File: src/rtl/fetch_sequencer_if.sv
// Fetch-stage control bundle between the pipeline datapath (master) and the fetch sequencer (slave).
// The counter width must match the CNT_W of the attached fetch_sequencer.
interface fetch_sequencer_if #(
  parameter int CNT_W = 16
);
  logic              imem_ack;
  logic              branch_taken;
  logic [31:0]       branch_target;
  logic              ex_mem_read;
  logic [4:0]        ex_rt;
  logic [4:0]        id_rs;
  logic [4:0]        id_rt;
  logic              id_uses_rt;

  logic              imem_req;
  logic              pc_write;
  logic              select_pc;
  logic [31:0]       branch;
  logic              ifid_write;
  logic              ifid_flush;
  logic              idex_bubble;
  logic [CNT_W-1:0]  stall_cycles;
  logic [CNT_W-1:0]  redirect_count;

  modport master (
    output imem_ack, branch_taken, branch_target, ex_mem_read,
           ex_rt, id_rs, id_rt, id_uses_rt,
    input  imem_req, pc_write, select_pc, branch, ifid_write,
           ifid_flush, idex_bubble, stall_cycles, redirect_count
  );

  modport slave (
    input  imem_ack, branch_taken, branch_target, ex_mem_read,
           ex_rt, id_rs, id_rt, id_uses_rt,
    output imem_req, pc_write, select_pc, branch, ifid_write,
           ifid_flush, idex_bubble, stall_cycles, redirect_count
  );
endinterface

File: src/rtl/fetch_sequencer.sv
// Instruction-fetch controller: decides PC advance/hold/redirect and IF/ID load/hold/flush,
// covering boot delay, imem wait states and load-use hazards, with saturating perf counters.
module fetch_sequencer #(
  parameter int BOOT_CYCLES = 2,
  parameter int CNT_W       = 16
) (
  input  logic             clk,
  input  logic             reset,
  fetch_sequencer_if.slave bus
);

  localparam logic [1:0] ST_BOOT = 2'd0;
  localparam logic [1:0] ST_RUN  = 2'd1;
  localparam logic [1:0] ST_PEND = 2'd2;

  localparam int N_CNT = 2;  // index 0: stall cycles, index 1: redirects

  logic [1:0]                  r_state;
  logic [1:0]                  w_state_next;
  logic [3:0]                  r_boot_cnt;
  logic [3:0]                  w_boot_cnt_next;
  logic [31:0]                 r_target;
  logic [31:0]                 w_target_next;

  logic                        w_hz;
  logic [N_CNT-1:0]            w_cnt_inc;
  logic [N_CNT-1:0][CNT_W-1:0] w_cnt;

  logic                        w_imem_req;
  logic                        w_pc_write;
  logic                        w_select_pc;
  logic [31:0]                 w_branch;
  logic                        w_ifid_write;
  logic                        w_ifid_flush;
  logic                        w_idex_bubble;

  // Register 0 is hardwired, so a load targeting it can never feed a consumer.
  assign w_hz = bus.ex_mem_read && (bus.ex_rt != 5'd0) &&
                ((bus.ex_rt == bus.id_rs) ||
                 (bus.id_uses_rt && (bus.ex_rt == bus.id_rt)));

  always_comb begin
    w_state_next    = r_state;
    w_boot_cnt_next = r_boot_cnt;
    w_target_next   = r_target;
    w_cnt_inc       = '0;
    w_imem_req      = 1'b0;
    w_pc_write      = 1'b0;
    w_select_pc     = 1'b0;
    w_branch        = 32'd0;
    w_ifid_write    = 1'b0;
    w_ifid_flush    = 1'b1;
    w_idex_bubble   = 1'b1;

    if (!reset) begin
      case (r_state)
        ST_BOOT: begin
          if (r_boot_cnt == 4'd0) begin
            w_state_next = ST_RUN;
          end else begin
            w_boot_cnt_next = r_boot_cnt - 4'd1;
          end
        end

        ST_RUN: begin
          w_imem_req    = 1'b1;
          w_branch      = bus.branch_target;
          w_ifid_flush  = 1'b0;
          w_idex_bubble = 1'b0;
          if (bus.branch_taken) begin
            w_select_pc   = 1'b1;
            w_ifid_write  = 1'b1;
            w_ifid_flush  = 1'b1;
            w_idex_bubble = w_hz;
            w_cnt_inc[1]  = 1'b1;
            if (bus.imem_ack) begin
              w_pc_write = 1'b1;
            end else begin
              // Redirect is counted here once; the wait in PEND counts as stall only.
              w_target_next = bus.branch_target;
              w_state_next  = ST_PEND;
            end
          end else if (!bus.imem_ack) begin
            w_ifid_write  = 1'b1;
            w_ifid_flush  = 1'b1;
            w_idex_bubble = w_hz;
            w_cnt_inc[0]  = 1'b1;
          end else if (w_hz) begin
            w_idex_bubble = 1'b1;
            w_cnt_inc[0]  = 1'b1;
          end else begin
            w_pc_write   = 1'b1;
            w_ifid_write = 1'b1;
          end
        end

        ST_PEND: begin
          w_imem_req    = 1'b1;
          w_select_pc   = 1'b1;
          w_branch      = r_target;
          w_ifid_write  = 1'b1;
          w_ifid_flush  = 1'b1;
          w_idex_bubble = 1'b0;
          w_pc_write    = bus.imem_ack;
          if (bus.imem_ack) begin
            w_state_next = ST_RUN;
          end else begin
            w_cnt_inc[0] = 1'b1;
          end
        end

        default: begin
          w_state_next = ST_BOOT;
        end
      endcase
    end
  end

  always_ff @(posedge clk) begin
    if (reset) begin
      r_state    <= ST_BOOT;
      r_boot_cnt <= 4'(BOOT_CYCLES - 1);
      r_target   <= 32'd0;
    end else begin
      r_state    <= w_state_next;
      r_boot_cnt <= w_boot_cnt_next;
      r_target   <= w_target_next;
    end
  end

  genvar gi;
  generate
    for (gi = 0; gi < N_CNT; gi++) begin : g_cnt
      logic [CNT_W-1:0] r_cnt;

      always_ff @(posedge clk) begin
        if (reset) begin
          r_cnt <= '0;
        end else if (w_cnt_inc[gi] && (r_cnt != {CNT_W{1'b1}})) begin
          r_cnt <= r_cnt + 1'b1;
        end
      end

      assign w_cnt[gi] = r_cnt;
    end
  endgenerate

  assign bus.imem_req       = w_imem_req;
  assign bus.pc_write       = w_pc_write;
  assign bus.select_pc      = w_select_pc;
  assign bus.branch         = w_branch;
  assign bus.ifid_write     = w_ifid_write;
  assign bus.ifid_flush     = w_ifid_flush;
  assign bus.idex_bubble    = w_idex_bubble;
  assign bus.stall_cycles   = w_cnt[0];
  assign bus.redirect_count = w_cnt[1];

endmodule

File: src/flat_wrapper.sv
// flat-port wrapper written by rule: the top's interface ports become plain ports
module fetch_sequencer_flat 
#(
  parameter int BOOT_CYCLES = 2,
  parameter int CNT_W       = 16
)
  (clk, reset, bus_imem_ack, bus_branch_taken, bus_branch_target, bus_ex_mem_read, bus_ex_rt, bus_id_rs, bus_id_rt, bus_id_uses_rt, bus_imem_req, bus_pc_write, bus_select_pc, bus_branch, bus_ifid_write, bus_ifid_flush, bus_idex_bubble, bus_stall_cycles, bus_redirect_count);
  fetch_sequencer_if #(.CNT_W(CNT_W)) bus_i ();
  input  logic clk;
  input  logic reset;
  input wire logic [$bits(bus_i.imem_ack)-1:0] bus_imem_ack;
  input wire logic [$bits(bus_i.branch_taken)-1:0] bus_branch_taken;
  input wire logic [$bits(bus_i.branch_target)-1:0] bus_branch_target;
  input wire logic [$bits(bus_i.ex_mem_read)-1:0] bus_ex_mem_read;
  input wire logic [$bits(bus_i.ex_rt)-1:0] bus_ex_rt;
  input wire logic [$bits(bus_i.id_rs)-1:0] bus_id_rs;
  input wire logic [$bits(bus_i.id_rt)-1:0] bus_id_rt;
  input wire logic [$bits(bus_i.id_uses_rt)-1:0] bus_id_uses_rt;
  output wire logic [$bits(bus_i.imem_req)-1:0] bus_imem_req;
  output wire logic [$bits(bus_i.pc_write)-1:0] bus_pc_write;
  output wire logic [$bits(bus_i.select_pc)-1:0] bus_select_pc;
  output wire logic [$bits(bus_i.branch)-1:0] bus_branch;
  output wire logic [$bits(bus_i.ifid_write)-1:0] bus_ifid_write;
  output wire logic [$bits(bus_i.ifid_flush)-1:0] bus_ifid_flush;
  output wire logic [$bits(bus_i.idex_bubble)-1:0] bus_idex_bubble;
  output wire logic [$bits(bus_i.stall_cycles)-1:0] bus_stall_cycles;
  output wire logic [$bits(bus_i.redirect_count)-1:0] bus_redirect_count;
  assign bus_i.imem_ack = bus_imem_ack;
  assign bus_i.branch_taken = bus_branch_taken;
  assign bus_i.branch_target = bus_branch_target;
  assign bus_i.ex_mem_read = bus_ex_mem_read;
  assign bus_i.ex_rt = bus_ex_rt;
  assign bus_i.id_rs = bus_id_rs;
  assign bus_i.id_rt = bus_id_rt;
  assign bus_i.id_uses_rt = bus_id_uses_rt;
  assign bus_imem_req = bus_i.imem_req;
  assign bus_pc_write = bus_i.pc_write;
  assign bus_select_pc = bus_i.select_pc;
  assign bus_branch = bus_i.branch;
  assign bus_ifid_write = bus_i.ifid_write;
  assign bus_ifid_flush = bus_i.ifid_flush;
  assign bus_idex_bubble = bus_i.idex_bubble;
  assign bus_stall_cycles = bus_i.stall_cycles;
  assign bus_redirect_count = bus_i.redirect_count;
  fetch_sequencer #(.BOOT_CYCLES(BOOT_CYCLES), .CNT_W(CNT_W)) u_core (.clk(clk), .reset(reset), .bus(bus_i));
endmodule
File: config.mk
export PLATFORM = sky130hd
export DESIGN_NAME = fetch_sequencer_flat
export DESIGN_NICKNAME = d
export VERILOG_FILES = /design/src/rtl/fetch_sequencer_if.sv /design/src/rtl/fetch_sequencer.sv /design/src/flat_wrapper.sv
export SDC_FILE = /design/constraint.sdc
export NUM_CORES = 1
export LEC_CHECK = 0
export CAP_MARGIN = 10
export CELL_PAD_IN_SITES_DETAIL_PLACEMENT = 0
export CELL_PAD_IN_SITES_GLOBAL_PLACEMENT = 1
export CORE_ASPECT_RATIO = 1.4
export CORE_MARGIN = 2
export CORE_UTILIZATION = 36
export CTS_BUF_LIST = sky130_fd_sc_hd__clkbuf_8
export CTS_CLUSTER_DIAMETER = 30
export DETAILED_ROUTE_END_ITERATION = 10
export PLACE_DENSITY_LB_ADDON = 0.2
export SYNTH_ARGS = -nofsm -noshare
export SYNTH_HDL_FRONTEND = slang
export SYNTH_SLANG_ARGS = --single-unit
export TNS_END_PERCENT = 50
File: constraint.sdc
create_clock -name clk -period 4.65 [get_ports clk]
set_clock_uncertainty 0.2 [all_clocks]
set_input_delay 1.1625 -clock clk [delete_from_list [all_inputs] [get_ports clk]]
set_output_delay 1.1625 -clock clk [all_outputs]
set_load 0.03 [all_outputs]
==> impl_metrics.csv <==
group,metric,value,unit
outcome,run_status,"completed",
clock_network,clkTransAtPathRegs,70,ps
routing,vias_per_cell,5.25,
synthesis,postSynthRegisterBits,70,
routing,route.final.wire_length,10.4,mm
global_route,globalRoute.totalOverflow,0,
sta,clock.fmax,224,MHz
worst_hold_path,worstHoldPathType,"flip-flop to flip-flop",
setup_path,critical_path_required,3290,ps
global_route,first_global_vias,3626,
synthesis,synth-edff-count,0,
die,io_pins,123,
cells_and_area,num_antenna_cells,0,
clock_network,worstSkewPairLatency,340,ps
sta,finalCritPeriodShare,0.959,
global_route,grt_pass1_wl,16.7,mm
sta,timing.final.hold_violations,0,
synthesis,netlist_instances,476,
setup_path,worstPathArrival,3100,ps
cells_and_area,share_of_layout_cells_above_drive_strength_1,0.0607,
clock_network,cts_buffers,9,
place,placed_area,0.00494,mm²
job,maxCapViolations,0,
clock_network,ctsRootBufferMaster,"sky130_fd_sc_hd__clkbuf_8",
place,dpl_cells,713,
global_route,grt_start_max_net_pins,71,
setup_path,critical_path.endpoint,"bus_pc_write",
synthesis,synth_most_common_cell,"sky130_fd_sc_hd__nand2_1",
synthesis,yosysUniqueCellTypes,50,
routing,number_of_violations_reported_at_the_end_of_detailed_routing_iteration_0,127,
synthesis,synth-async-reset-ratio,0,
synthesis,netlist.top_cell.by_area,"sky130_fd_sc_hd__dfxtp_1",
cells_and_area,fillCellCount,975,
clock_network,cts_max_path_buffers,2,
routing,via_count,3823,
synthesis,synth_sequential_area_ratio,0.388,
clock_network,ctsHtreeMaxLevel,3,
synthesis,synth.area.top_cells,"sky130_fd_sc_hd__dfxtp_1 39%, sky130_fd_sc_hd__nand2_1 9.0%, sky130_fd_sc_hd__a21oi_1 6.6%",
global_route,initial_antenna_violation_count,0,
synthesis,postSynthAreaPerCell,7.59,µm²
setup_path,worst_setup_path_end_kind,"primary output",
routing,drt.antenna.violating_nets,0,
synthesis,synth_warnings,0,
routing,drt_pass1_iterations,4,
sta,finalSetupViolations,0,
sta,worst-slew-pin-transition,849,ps
synthesis,nets_in_the_synthesized_netlist,535,
cells_and_area,layout.nets,648,
global_route,grt.total_usage,0.193,
sta,period_minus_slack,4460,ps
routing,drc,0,
synthesis,synth_top_cells_by_count,"87 x sky130_fd_sc_hd__nand2_1, 70 x sky130_fd_sc_hd__dfxtp_1, 62 x sky130_fd_sc_hd__nor2_1",
die,floorplan.die.width,88.7,µm
clock_network,cts_setup_buffers,0,
routing,routedWlPerCell,14.3,µm
clock_network,cts_repair_resize_count,0,
power,power.static_leakage,0.00169,µW
cells_and_area,postLayoutCellArea,0.00513,mm²
power,vdd_drop_max,0.000136,V
place,port-buffer-count,122,
synthesis,ys.flop_type,"sky130_fd_sc_hd__dfxtp_1",
die,design.die.area,0.0109,mm²
sta,setup_repair_after_global_routing_missed_its_margin,"false",
setup_path,worstSetupPathType,"primary input to primary output",
setup_path,timing.reg2reg.setup_slack,1660,ps
clock_network,cts_tree,"yes",
setup_path,ff2ff_path_depth,9,
setup_path,rr_startpoint,"u_core.r_state[1]$_SDFFE_PP0P_",
place,place.detailed.hpwl,7.19,mm
synthesis,netlist_area,0.00361,mm²
sta,timing.final.max_slew_violations,0,
cells_and_area,finalCoreUtilization,0.521,
synthesis,area_fraction_of_the_dominant_cell_type_after_synthesis,0.388,
cells_and_area,area_growth,41.9,%
die,die_y_extent,123,µm
setup_path,cp-startpoint,"bus_ex_rt[0]",
power,power.density_cell_area,342,mW/mm²
setup_path,crit-reg2reg-capture,"u_core.bus.stall_cycles[8]$_SDFFE_PP0P_",
sta,slew_headroom,0.434,
sta,totalNegativeSetupSlack,0,ps
cells_and_area,instances_no_fill,728,
die,core,0.00985,mm²
clock_network,cts_sinks,70,
clock_network,cts.hold.buffers_added,0,
place,place.gp.congestion,0.770,
setup_path,crit_path_start_kind,"primary input",
die,floorplan.initialDensity,0.367,
setup_path,timing.critical_path.fanout_max,3,
die,core.rowCount,43,
kinds of logic (layout without fill, tap and decap cells):
| logic type | count (synthesis) | in the layout | share of synthesized area |
|---|---|---|---|
| AND/OR/NAND/NOR | 215 | 215 | 0.268 |
| AO/OA/AOI/OAI | 116 | 116 | 0.205 |
| flip-flops | 70 | 70 | 0.388 |
| buffers and inverters | 41 | 158 | 0.0485 |
| XOR/XNOR | 24 | 24 | 0.0582 |
| adder cells (fa/ha/maj) | 6 | 6 | 0.0208 |
| multiplexers | 4 | 4 | 0.0121 |
routing by layer:
metal / vias up / part of all wire / GRT usage / wire (µm)
li1: 1889 / - / - / -
met1: 1815 / 0.42 / 0.239 / 4420
met2: 100 / 0.51 / 0.326 / 5290
met3: 19 / 0.044 / 0.0309 / 456
met4: 0 / 0.024 / 0.0833 / 255
met5: - / 0 / 0 / 0
power breakdown:
part	internal (µW)	leakage, µW	switching (µW)
logic	235	0.00102	373
registers	642	0.000566	28.4
clock network	252	0.000107	221
cell usage in the layout (no fill, tap or decap), types with 5 or more instances in the layout:
master,n
sky130_fd_sc_hd__nor4_1,6
sky130_fd_sc_hd__a21oi_1,48
sky130_fd_sc_hd__nor3_1,9
sky130_fd_sc_hd__ha_1,6
sky130_fd_sc_hd__or4_1,7
sky130_fd_sc_hd__nand2_1,87
sky130_fd_sc_hd__clkbuf_8,10
sky130_fd_sc_hd__nand4_1,7
sky130_fd_sc_hd__nand3_1,11
sky130_fd_sc_hd__xnor2_1,5
sky130_fd_sc_hd__or3_1,10
sky130_fd_sc_hd__a22oi_1,32
sky130_fd_sc_hd__o31ai_1,6
sky130_fd_sc_hd__nor2_1,61
sky130_fd_sc_hd__dfxtp_1,70
sky130_fd_sc_hd__clkdlybuf4s50_1,118
sky130_fd_sc_hd__buf_4,14
sky130_fd_sc_hd__inv_1,12
sky130_fd_sc_hd__xor2_1,19
sky130_fd_sc_hd__o21ai_0,10
metrics by stage:
step | hold WS [ps] | total power (µW) | setup slack (ps)
after global placement | 242 | 1290 | 285
after detailed placement | 247 | 1300 | 221
after global routing | 284 | 1860 | 78.2
final | 254 | 1750 | 190
after CTS | 257 | 1770 | 212
after floorplan | 236 | 1080 | 158
critical path, cell delays in order:
cell and delay, ps:
sky130_fd_sc_hd__clkdlybuf4s50_1 470, sky130_fd_sc_hd__or4_1 530, sky130_fd_sc_hd__o21ai_1 180, sky130_fd_sc_hd__a21oi_1 90
sky130_fd_sc_hd__a2111oi_1 420, sky130_fd_sc_hd__buf_4 240
layout make-up:
class	instances	area, µm²	area share
Multi-Input combinational cell	365	2040	0.398
Sequential cell	70	1400	0.273
Timing Repair Buffer	133	1290	0.252
Tap cell	135	169	0.0329
Clock buffer	10	138	0.0268
Clock inverter	5	45.0	0.00878
Inverter	10	42.5	0.00830
how the worst min path moves through the flow:
stage                                           startpoint  slack, ps  cells past startpoint                                to
after floorplan            u_core.r_target[0]$_SDFFE_PP0P_        240                      2   u_core.r_target[0]$_SDFFE_PP0P_
after global placement    u_core.r_target[27]$_SDFFE_PP0P_        240                      2  u_core.r_target[27]$_SDFFE_PP0P_
after detailed placement  u_core.r_target[25]$_SDFFE_PP0P_        250                      2  u_core.r_target[25]$_SDFFE_PP0P_
after CTS                 u_core.r_target[25]$_SDFFE_PP0P_        260                      2  u_core.r_target[25]$_SDFFE_PP0P_
after global routing       u_core.r_target[7]$_SDFFE_PP0P_        280                      2   u_core.r_target[7]$_SDFFE_PP0P_
final                     u_core.r_target[25]$_SDFFE_PP0P_        250                      2  u_core.r_target[25]$_SDFFE_PP0P_
state kept, by name, indices dropped and copies added, names as in the netlist:
signal,flops
u_core.bus.redirect_count,16
u_core.r_state,2
u_core.r_boot_cnt,4
u_core.bus.stall_cycles,16
u_core.r_target,32
(Power assumes the default switching activity.)
